`config.mk`:
```
export PLATFORM = sky130hd
export DESIGN_NAME = uram_event_buffer_ctrl
export DESIGN_NICKNAME = d
export VERILOG_FILES = /design/src/rtl/uram_event_buffer_ctrl.sv
export SDC_FILE = /design/constraint.sdc
export NUM_CORES = 1
export LEC_CHECK = 0
export ABC_AREA = 1
export CORE_MARGIN = 2
export CORE_UTILIZATION = 40
export CTS_BUF_LIST = sky130_fd_sc_hd__clkbuf_2 sky130_fd_sc_hd__clkbuf_4 sky130_fd_sc_hd__clkbuf_8
export DETAILED_ROUTE_END_ITERATION = 8
export MAX_ROUTING_LAYER = met4
export PLACE_DENSITY_LB_ADDON = 0.12
export SKIP_LAST_GASP = 1
export SLEW_MARGIN = 15
export SYNTH_ARGS = -nofsm -noshare
export SYNTH_HDL_FRONTEND = slang
export SYNTH_SLANG_ARGS = --single-unit
```
`constraint.sdc`:
```
create_clock -name clk_i -period 4.34 [get_ports clk_i]
set_input_delay 0.868 -clock clk_i [delete_from_list [all_inputs] [get_ports clk_i]]
set_output_delay 0.868 -clock clk_i [all_outputs]
set_load 0.02 [all_outputs]
```
`src/rtl/uram_event_buffer_ctrl.sv`:
```
// uram_event_buffer_ctrl
// Slot bookkeeping and URAM access scheduler for the event buffers shared by
// the trigger-side writer, the event readout state machine and the firmware
// update path. Slots are handed out in ring order to the writer and the reader.
// Firmware loading is granted only once every stored event has drained and the
// readout machine has had DRAIN_CE phase ticks to settle back to header-idle.
//
// Ports
//   clk_i, rst_i       system clock, asynchronous active-high reset
//   clk_ce_i           readout phase enable (shared with the readout machine)
//   wr_done_i          writer finished filling slot wr_buffer_o (1-cycle pulse)
//   wr_buffer_o        slot the writer fills next
//   wr_full_o          writer must not start a new event
//   rd_buffer_o        slot being / to be read out
//   data_available_o   to readout machine data_available_i
//   complete_i         readout machine finished a slot (1-cycle pulse)
//   occupancy_o        number of full slots, 0..2^NBUF_BITS
//   fw_req_i           level request for firmware loading
//   fw_loading_o       firmware path owns the URAM
//   err_o              sticky: [0] write while full, [1] completion while empty
//   err_clr_i          clears err_o (a same-cycle error event wins)
module uram_event_buffer_ctrl #(
    parameter int NBUF_BITS = 2,
    parameter int DRAIN_CE  = 2
) (
    input  logic                 clk_i,
    input  logic                 rst_i,
    input  logic                 clk_ce_i,
    input  logic                 wr_done_i,
    output logic [NBUF_BITS-1:0] wr_buffer_o,
    output logic                 wr_full_o,
    output logic [NBUF_BITS-1:0] rd_buffer_o,
    output logic                 data_available_o,
    input  logic                 complete_i,
    output logic [NBUF_BITS:0]   occupancy_o,
    input  logic                 fw_req_i,
    output logic                 fw_loading_o,
    output logic [1:0]           err_o,
    input  logic                 err_clr_i
);

    localparam logic [NBUF_BITS:0] OCC_MAX = {1'b1, {NBUF_BITS{1'b0}}};
    localparam int CNT_W = (DRAIN_CE > 1) ? $clog2(DRAIN_CE) : 1;
    localparam logic [CNT_W-1:0] CNT_LAST = CNT_W'(DRAIN_CE - 1);

    typedef enum logic [1:0] {
        ST_RUN      = 2'd0,
        ST_DRAIN    = 2'd1,
        ST_FW_GRANT = 2'd2,
        ST_FW_EXIT  = 2'd3
    } state_t;

    state_t               r_state;
    logic [CNT_W-1:0]     r_drain_cnt;
    logic [NBUF_BITS-1:0] r_wr_ptr;
    logic [NBUF_BITS-1:0] r_rd_ptr;
    logic [NBUF_BITS:0]   r_occ;
    logic [1:0]           r_err;
    logic                 r_wr_full;
    logic                 r_data_av;
    logic                 r_fw_loading;

    state_t               w_state_nxt;
    logic [CNT_W-1:0]     w_cnt_nxt;
    logic [NBUF_BITS:0]   w_occ_nxt;
    logic                 w_wr_ok;
    logic                 w_rd_ok;
    logic                 w_wr_err;
    logic                 w_rd_err;

    // Both acceptances are judged on the pre-cycle occupancy, so a completion
    // arriving together with a write at full does not make that write legal.
    assign w_wr_ok  = wr_done_i  && (r_occ != OCC_MAX);
    assign w_rd_ok  = complete_i && (r_occ != '0);
    assign w_wr_err = wr_done_i  && (r_occ == OCC_MAX);
    assign w_rd_err = complete_i && (r_occ == '0);

    always_comb begin
        w_occ_nxt = r_occ;
        case ({w_wr_ok, w_rd_ok})
            2'b10:   w_occ_nxt = r_occ + 1'b1;
            2'b01:   w_occ_nxt = r_occ - 1'b1;
            default: w_occ_nxt = r_occ;
        endcase
    end

    always_comb begin
        w_state_nxt = r_state;
        w_cnt_nxt   = r_drain_cnt;
        case (r_state)
            ST_RUN: begin
                if (fw_req_i) w_state_nxt = ST_DRAIN;
            end
            ST_DRAIN: begin
                if (!fw_req_i) begin
                    w_state_nxt = ST_RUN;
                    w_cnt_nxt   = '0;
                end else if (r_occ != '0) begin
                    // Settling time only counts once the ring is empty.
                    w_cnt_nxt = '0;
                end else if (clk_ce_i) begin
                    if (r_drain_cnt == CNT_LAST) begin
                        w_state_nxt = ST_FW_GRANT;
                        w_cnt_nxt   = '0;
                    end else begin
                        w_cnt_nxt = r_drain_cnt + 1'b1;
                    end
                end
            end
            ST_FW_GRANT: begin
                if (!fw_req_i) w_state_nxt = ST_FW_EXIT;
            end
            ST_FW_EXIT: begin
                // One phase tick lets the readout machine return to header-idle.
                if (clk_ce_i) w_state_nxt = ST_RUN;
            end
            default: w_state_nxt = ST_RUN;
        endcase
    end

    // Outputs are registered from next-state values so they line up with the
    // pointer/occupancy update of the same edge.
    always_ff @(posedge clk_i or posedge rst_i) begin
        if (rst_i) begin
            r_state      <= ST_RUN;
            r_drain_cnt  <= '0;
            r_wr_ptr     <= '0;
            r_rd_ptr     <= '0;
            r_occ        <= '0;
            r_err        <= 2'b00;
            r_wr_full    <= 1'b0;
            r_data_av    <= 1'b0;
            r_fw_loading <= 1'b0;
        end else begin
            r_state      <= w_state_nxt;
            r_drain_cnt  <= w_cnt_nxt;
            r_occ        <= w_occ_nxt;
            if (w_wr_ok) r_wr_ptr <= r_wr_ptr + 1'b1;
            if (w_rd_ok) r_rd_ptr <= r_rd_ptr + 1'b1;
            r_err        <= (err_clr_i ? 2'b00 : r_err) | {w_rd_err, w_wr_err};
            r_wr_full    <= (w_occ_nxt == OCC_MAX) || (w_state_nxt != ST_RUN);
            r_data_av    <= (w_occ_nxt != '0) &&
                            ((w_state_nxt == ST_RUN) || (w_state_nxt == ST_DRAIN));
            r_fw_loading <= (w_state_nxt == ST_FW_GRANT);
        end
    end

    assign wr_buffer_o      = r_wr_ptr;
    assign rd_buffer_o      = r_rd_ptr;
    assign occupancy_o      = r_occ;
    assign err_o            = r_err;
    assign wr_full_o        = r_wr_full;
    assign data_available_o = r_data_av;
    assign fw_loading_o     = r_fw_loading;

endmodule

```
==> tab_implementation.tex <==
\begin{tabular}{lr}
\hline
Metric & Value \\
\hline
\multicolumn{2}{l}{\textbf{Critical path}} \\
Delay of the slowest cell on the worst path & 0.47 ns \\
Most used cell along the critical path & sky130\_fd\_sc\_hd\_\_inv\_1 \\
Cells along the critical path & clkdlybuf4s50\_1, inv\_1, nor2\_4, ha\_1, inv\_1, fa\_1, o21ai\_0, nor2\_1, nand3\_1, nand2\_1, inv\_1 \\
R2R setup slack & 2.24 ns \\
Kind of critical path & primary input to flop \\
Worst Setup Start Kind & primary input \\
Worst setup EP type & flop \\
Timing endpoint of the critical path & data\_available\_o\$\_DFF\_PP0\_ \\
Bufs and invs on worst path & 4 \\
Crit path max-delay family & adder cells \\
Worst Path Required & 4.52 ns \\
Reg2Reg Capture Point & wr\_full\_o\$\_DFF\_PP0\_ \\
FF-to-FF path depth & 11 \\
Worst path arrival time & 2.67 ns \\
Worst reg2reg startpoint & occupancy\_o[1]\$\_DFF\_PP0\_ \\
Beginning of the critical path & complete\_i \\
Worst path depth & 11 \\
Largest fanout of any net on the critical path & 3 \\
Slowest library cell on the worst path & sky130\_fd\_sc\_hd\_\_fa\_1 \\
\multicolumn{2}{l}{\textbf{Synth}} \\
Most used flip-flop cell after synthesis & sky130\_fd\_sc\_hd\_\_dfrtp\_1 \\
Number of flops mapped to enable cells by yosys & 0 \\
Compound-Gate Fraction of Synth Area & 7.43\% \\
Share of the synthesized netlist area taken by xor and xnor gates & 4.52\% \\
Fraction of synthesized area in multiplexers & 0\% \\
Fraction of registers with async set/reset & 100\% \\
Dominant combinational cell family by area after synthesis & simple AND/OR/NAND/NOR gates \\
Number of synthesized register bits & 15 \\
Synthesized net count & 94 \\
Biggest area contributors in the synthesized netlist & sky130\_fd\_sc\_hd\_\_dfrtp\_1 48\%, sky130\_fd\_sc\_hd\_\_inv\_1 7.8\%, sky130\_fd\_sc\_hd\_\_nand2\_1 7.8\% \\
Number of distinct library cells after synthesis & 22 \\
Post-Synth Adder-Cell Area & 4.20\% \\
Fraction of synthesized cell area taken by the top area cell type & 48.5\% \\
Fraction of the yosys area taken by sequential cells & 48.5\% \\
Area leader, netlist & sky130\_fd\_sc\_hd\_\_dfrtp\_1 \\
Total of warnings raised by yosys & 0 \\
Post-synthesis simple-gate area fraction & 25.7\% \\
Post-Syn Area per Cell & 9.11 um\^{}2 \\
Post-synth design cell area & 774 um\^{}2 \\
Number of instances in the synthesized netlist & 85 \\
\multicolumn{2}{l}{\textbf{Global routing}} \\
Vias in the first global route & 509 \\
Remaining global-route overflow & 0 \\
GR Util met2 & 20.0\% \\
Global-route track usage on met3 & 3.40\% \\
First-pass GRT wire length & 2100 um \\
All-layer global routing usage & 14.3\% \\
Global route hottest layer & met2 \\
Pin count of the biggest net entering global routing & 16 \\
Number of antenna violations at the first check in global routing & 0 \\
Fraction of met1 tracks used by global routing & 18.8\% \\
\multicolumn{2}{l}{\textbf{Routing}} \\
Avg Vias per Cell & 4.40 \\
Iteration-0 DRC count of the detailed router & 12 \\
Detailed-route wire length & 1320 um \\
Post-DRT Antenna Nets & 0 \\
Routed length per placed instance & 9.98 um \\
Via Count & 581 \\
First-pass iteration count of the detailed router & 4 \\
DRC errors left & 0 \\
\multicolumn{2}{l}{\textbf{Min path}} \\
Worst Hold Path Cells & 1 \\
Class of the tightest hold or removal check & flop to flop \\
\multicolumn{2}{l}{\textbf{Finish}} \\
Fraction of final layout cells sized beyond drive strength 1 & 17.8\% \\
Combined area of the multi-input logic cells & 324 um\^{}2 \\
Most common cell after layout, fill and taps aside & sky130\_fd\_sc\_hd\_\_clkdlybuf4s50\_1 \\
Flip-flop and latch area & 375 um\^{}2 \\
Filler Cells Inserted & 166 \\
Antenna diode count & 0 \\
Post-layout nets & 117 \\
Growth of design area from synthesis to finish & 31.2\% \\
Highest-count cells in the layout ignoring fill and taps & 18 x sky130\_fd\_sc\_hd\_\_clkdlybuf4s50\_1, 16 x sky130\_fd\_sc\_hd\_\_inv\_1, 16 x sky130\_fd\_sc\_hd\_\_nand2\_1, 15 x sky130\_fd\_sc\_hd\_\_dfrtp\_1, 5 x sky130\_fd\_sc\_hd\_\_nand3\_1 \\
\multicolumn{2}{l}{\textbf{STA}} \\
Total negative slack & 0 ns \\
Largest clock skew in the final design & 0.00654 ns \\
Final hold violation count & 0 \\
Total count of max-transition violations in the final report & 0 \\
Final Setup Violations & 0 \\
Setup WS post-layout & 1.84 ns \\
RSZ-0062 raised after global routing & no \\
Final critical-path share of the clock period & 57.5\% \\
Relative max-transition margin & 63.1\% \\
Upper clock frequency limit & 401 MHz \\
Pin slew with the least headroom to its limit & 0.553 ns \\
Shortest period the worst path allows & 2.50 ns \\
\multicolumn{2}{l}{\textbf{Job}} \\
Max\_cap viols & 0 \\
\multicolumn{2}{l}{\textbf{Power}} \\
Pwr/cell area & 738 nW/um\^{}2 \\
Leak & 0.489 nW \\
Largest vdd supply drop & 0.000366 V \\
\multicolumn{2}{l}{\textbf{CTS}} \\
Clock tree from TritonCTS & done \\
CTS Hold Buffers Added & 0 \\
Number of H-tree branching levels & 1 \\
Resize count post-CTS & 0 \\
Number of buffers added by the clock tree synthesis step & 3 \\
CTS max path bufs & 2 \\
Clock root cell & sky130\_fd\_sc\_hd\_\_clkbuf\_4 \\
Clock transition at path regs & 0.09 ns \\
Sinks on the clock net & 15 \\
Post-CTS Setup Bufs & 0 \\
Clock Latency Late Sink & 0.28 ns \\
\multicolumn{2}{l}{\textbf{Floorplanning}} \\
Total I/O pin count & 19 \\
Total core area & 1780 um\^{}2 \\
Die outline area & 2300 um\^{}2 \\
Die Span X & 48 um \\
Number of cell rows & 15 \\
Vertical extent of the die & 48 um \\
Starting density of the core & 43.4\% \\
\multicolumn{2}{l}{\textbf{Placed design}} \\
GPL Wtd Cong & 0.792 \\
Post-placement worst setup slack & 1.55 ns \\
Detail Placement HPWL & 1040 um \\
Count of input and output buffers & 18 \\
\multicolumn{2}{l}{\textbf{Outcome}} \\
Outcome & finished clean \\
\hline
\end{tabular}
==> where the power goes <==
group          internal [W]  switching [W]  leakage [nW]   total, W
sequential         0.000202      0.0000509         0.184   0.000253
clock             0.0000419      0.0000430        0.0184  0.0000849
combinational      0.000180       0.000232         0.286   0.000411
total              0.000424       0.000326         0.489   0.000749
==> layout make-up <==
class / count / share of cell area (%)
inverter: 20 / 7.39
clock buffer: 4 / 2.96
tap: 25 / 3.08
timing repair buffer: 18 / 17.7
sequential: 15 / 36.9
multi-input combinational: 50 / 31.9
==> kinds of logic (layout without fill, tap and decap cells) <==
kind of cell,count (synthesis),in the layout
AOI/OAI and AO/OA,8,8
and+or+nand+nor,36,36
buffers and inverters,20,42
adders and majority gates,2,2
DFF,15,15
xor gates and xnor gates,4,4
==> state kept, by name, summed over array words and instances (netlist names) <==
name and count:
wr_buffer_o 2, r_state 2, fw_loading_o 1, wr_full_o 1
err_o 2, data_available_o 1, rd_buffer_o 2, r_drain_cnt 1
occupancy_o 3
==> worst min path at each step <==
stage                                     startpoint                          to  slack (ns)
after floorplan              r_drain_cnt$_DFFE_PP0P_     r_drain_cnt$_DFFE_PP0P_        0.51
after detailed placement  wr_buffer_o[1]$_DFFE_PP0P_  wr_buffer_o[1]$_DFFE_PP0P_        0.46
after global placement    wr_buffer_o[1]$_DFFE_PP0P_  wr_buffer_o[1]$_DFFE_PP0P_        0.46
after global routing      wr_buffer_o[1]$_DFFE_PP0P_  wr_buffer_o[1]$_DFFE_PP0P_        0.50
final                     wr_buffer_o[1]$_DFFE_PP0P_  wr_buffer_o[1]$_DFFE_PP0P_        0.47
after CTS                 wr_buffer_o[1]$_DFFE_PP0P_  wr_buffer_o[1]$_DFFE_PP0P_        0.48
==> per-layer routing <==
layer  wire length, um  part of all wire (%)
met5                 0                     0
met1               657                    50
met4                23                   1.7
met2               561                    43
met3                75                   5.7
==> Yosys cell counts, types with 2 or more instances <==
cell	count
sky130_fd_sc_hd__inv_1	16
sky130_fd_sc_hd__nand2_1	16
sky130_fd_sc_hd__dfrtp_1	15
sky130_fd_sc_hd__nand3_1	5
sky130_fd_sc_hd__inv_2	4
sky130_fd_sc_hd__nor2_1	4
sky130_fd_sc_hd__nand2_2	3
sky130_fd_sc_hd__nor2_4	3
sky130_fd_sc_hd__a21oi_1	2
sky130_fd_sc_hd__nor2_2	2
sky130_fd_sc_hd__o21ai_0	2
sky130_fd_sc_hd__xnor2_1	2
sky130_fd_sc_hd__xor2_1	2
==> worst reg2reg max path: stages, from the launching register on <==
cell and delay (ns):
sky130_fd_sc_hd__dfrtp_1 0.44, sky130_fd_sc_hd__nor2_4 0.19, sky130_fd_sc_hd__nand2_1 0.11, sky130_fd_sc_hd__inv_2 0.09, sky130_fd_sc_hd__nor2_4 0.04, sky130_fd_sc_hd__ha_1 0.19, sky130_fd_sc_hd__inv_1 0.08, sky130_fd_sc_hd__fa_1 0.40
sky130_fd_sc_hd__o21ai_0 0.23, sky130_fd_sc_hd__nor2_1 0.10, sky130_fd_sc_hd__nand2_1 0.07, sky130_fd_sc_hd__nand2_1 0.05
==> through the flow <==
step                power, W  area [um^2]  cells  util (%)  hold slack [ns]
global placement    0.000664          986    128      55.3            0.462
detailed placement  0.000672          986    128      55.3            0.462
floorplan           0.000524          774     85         -            0.512
finish              0.000749         1020    132      57.0            0.471
global route        0.000814         1020    132      57.0            0.497
CTS                 0.000761         1020    132      57.0            0.476
(Power assumes the default switching activity.)
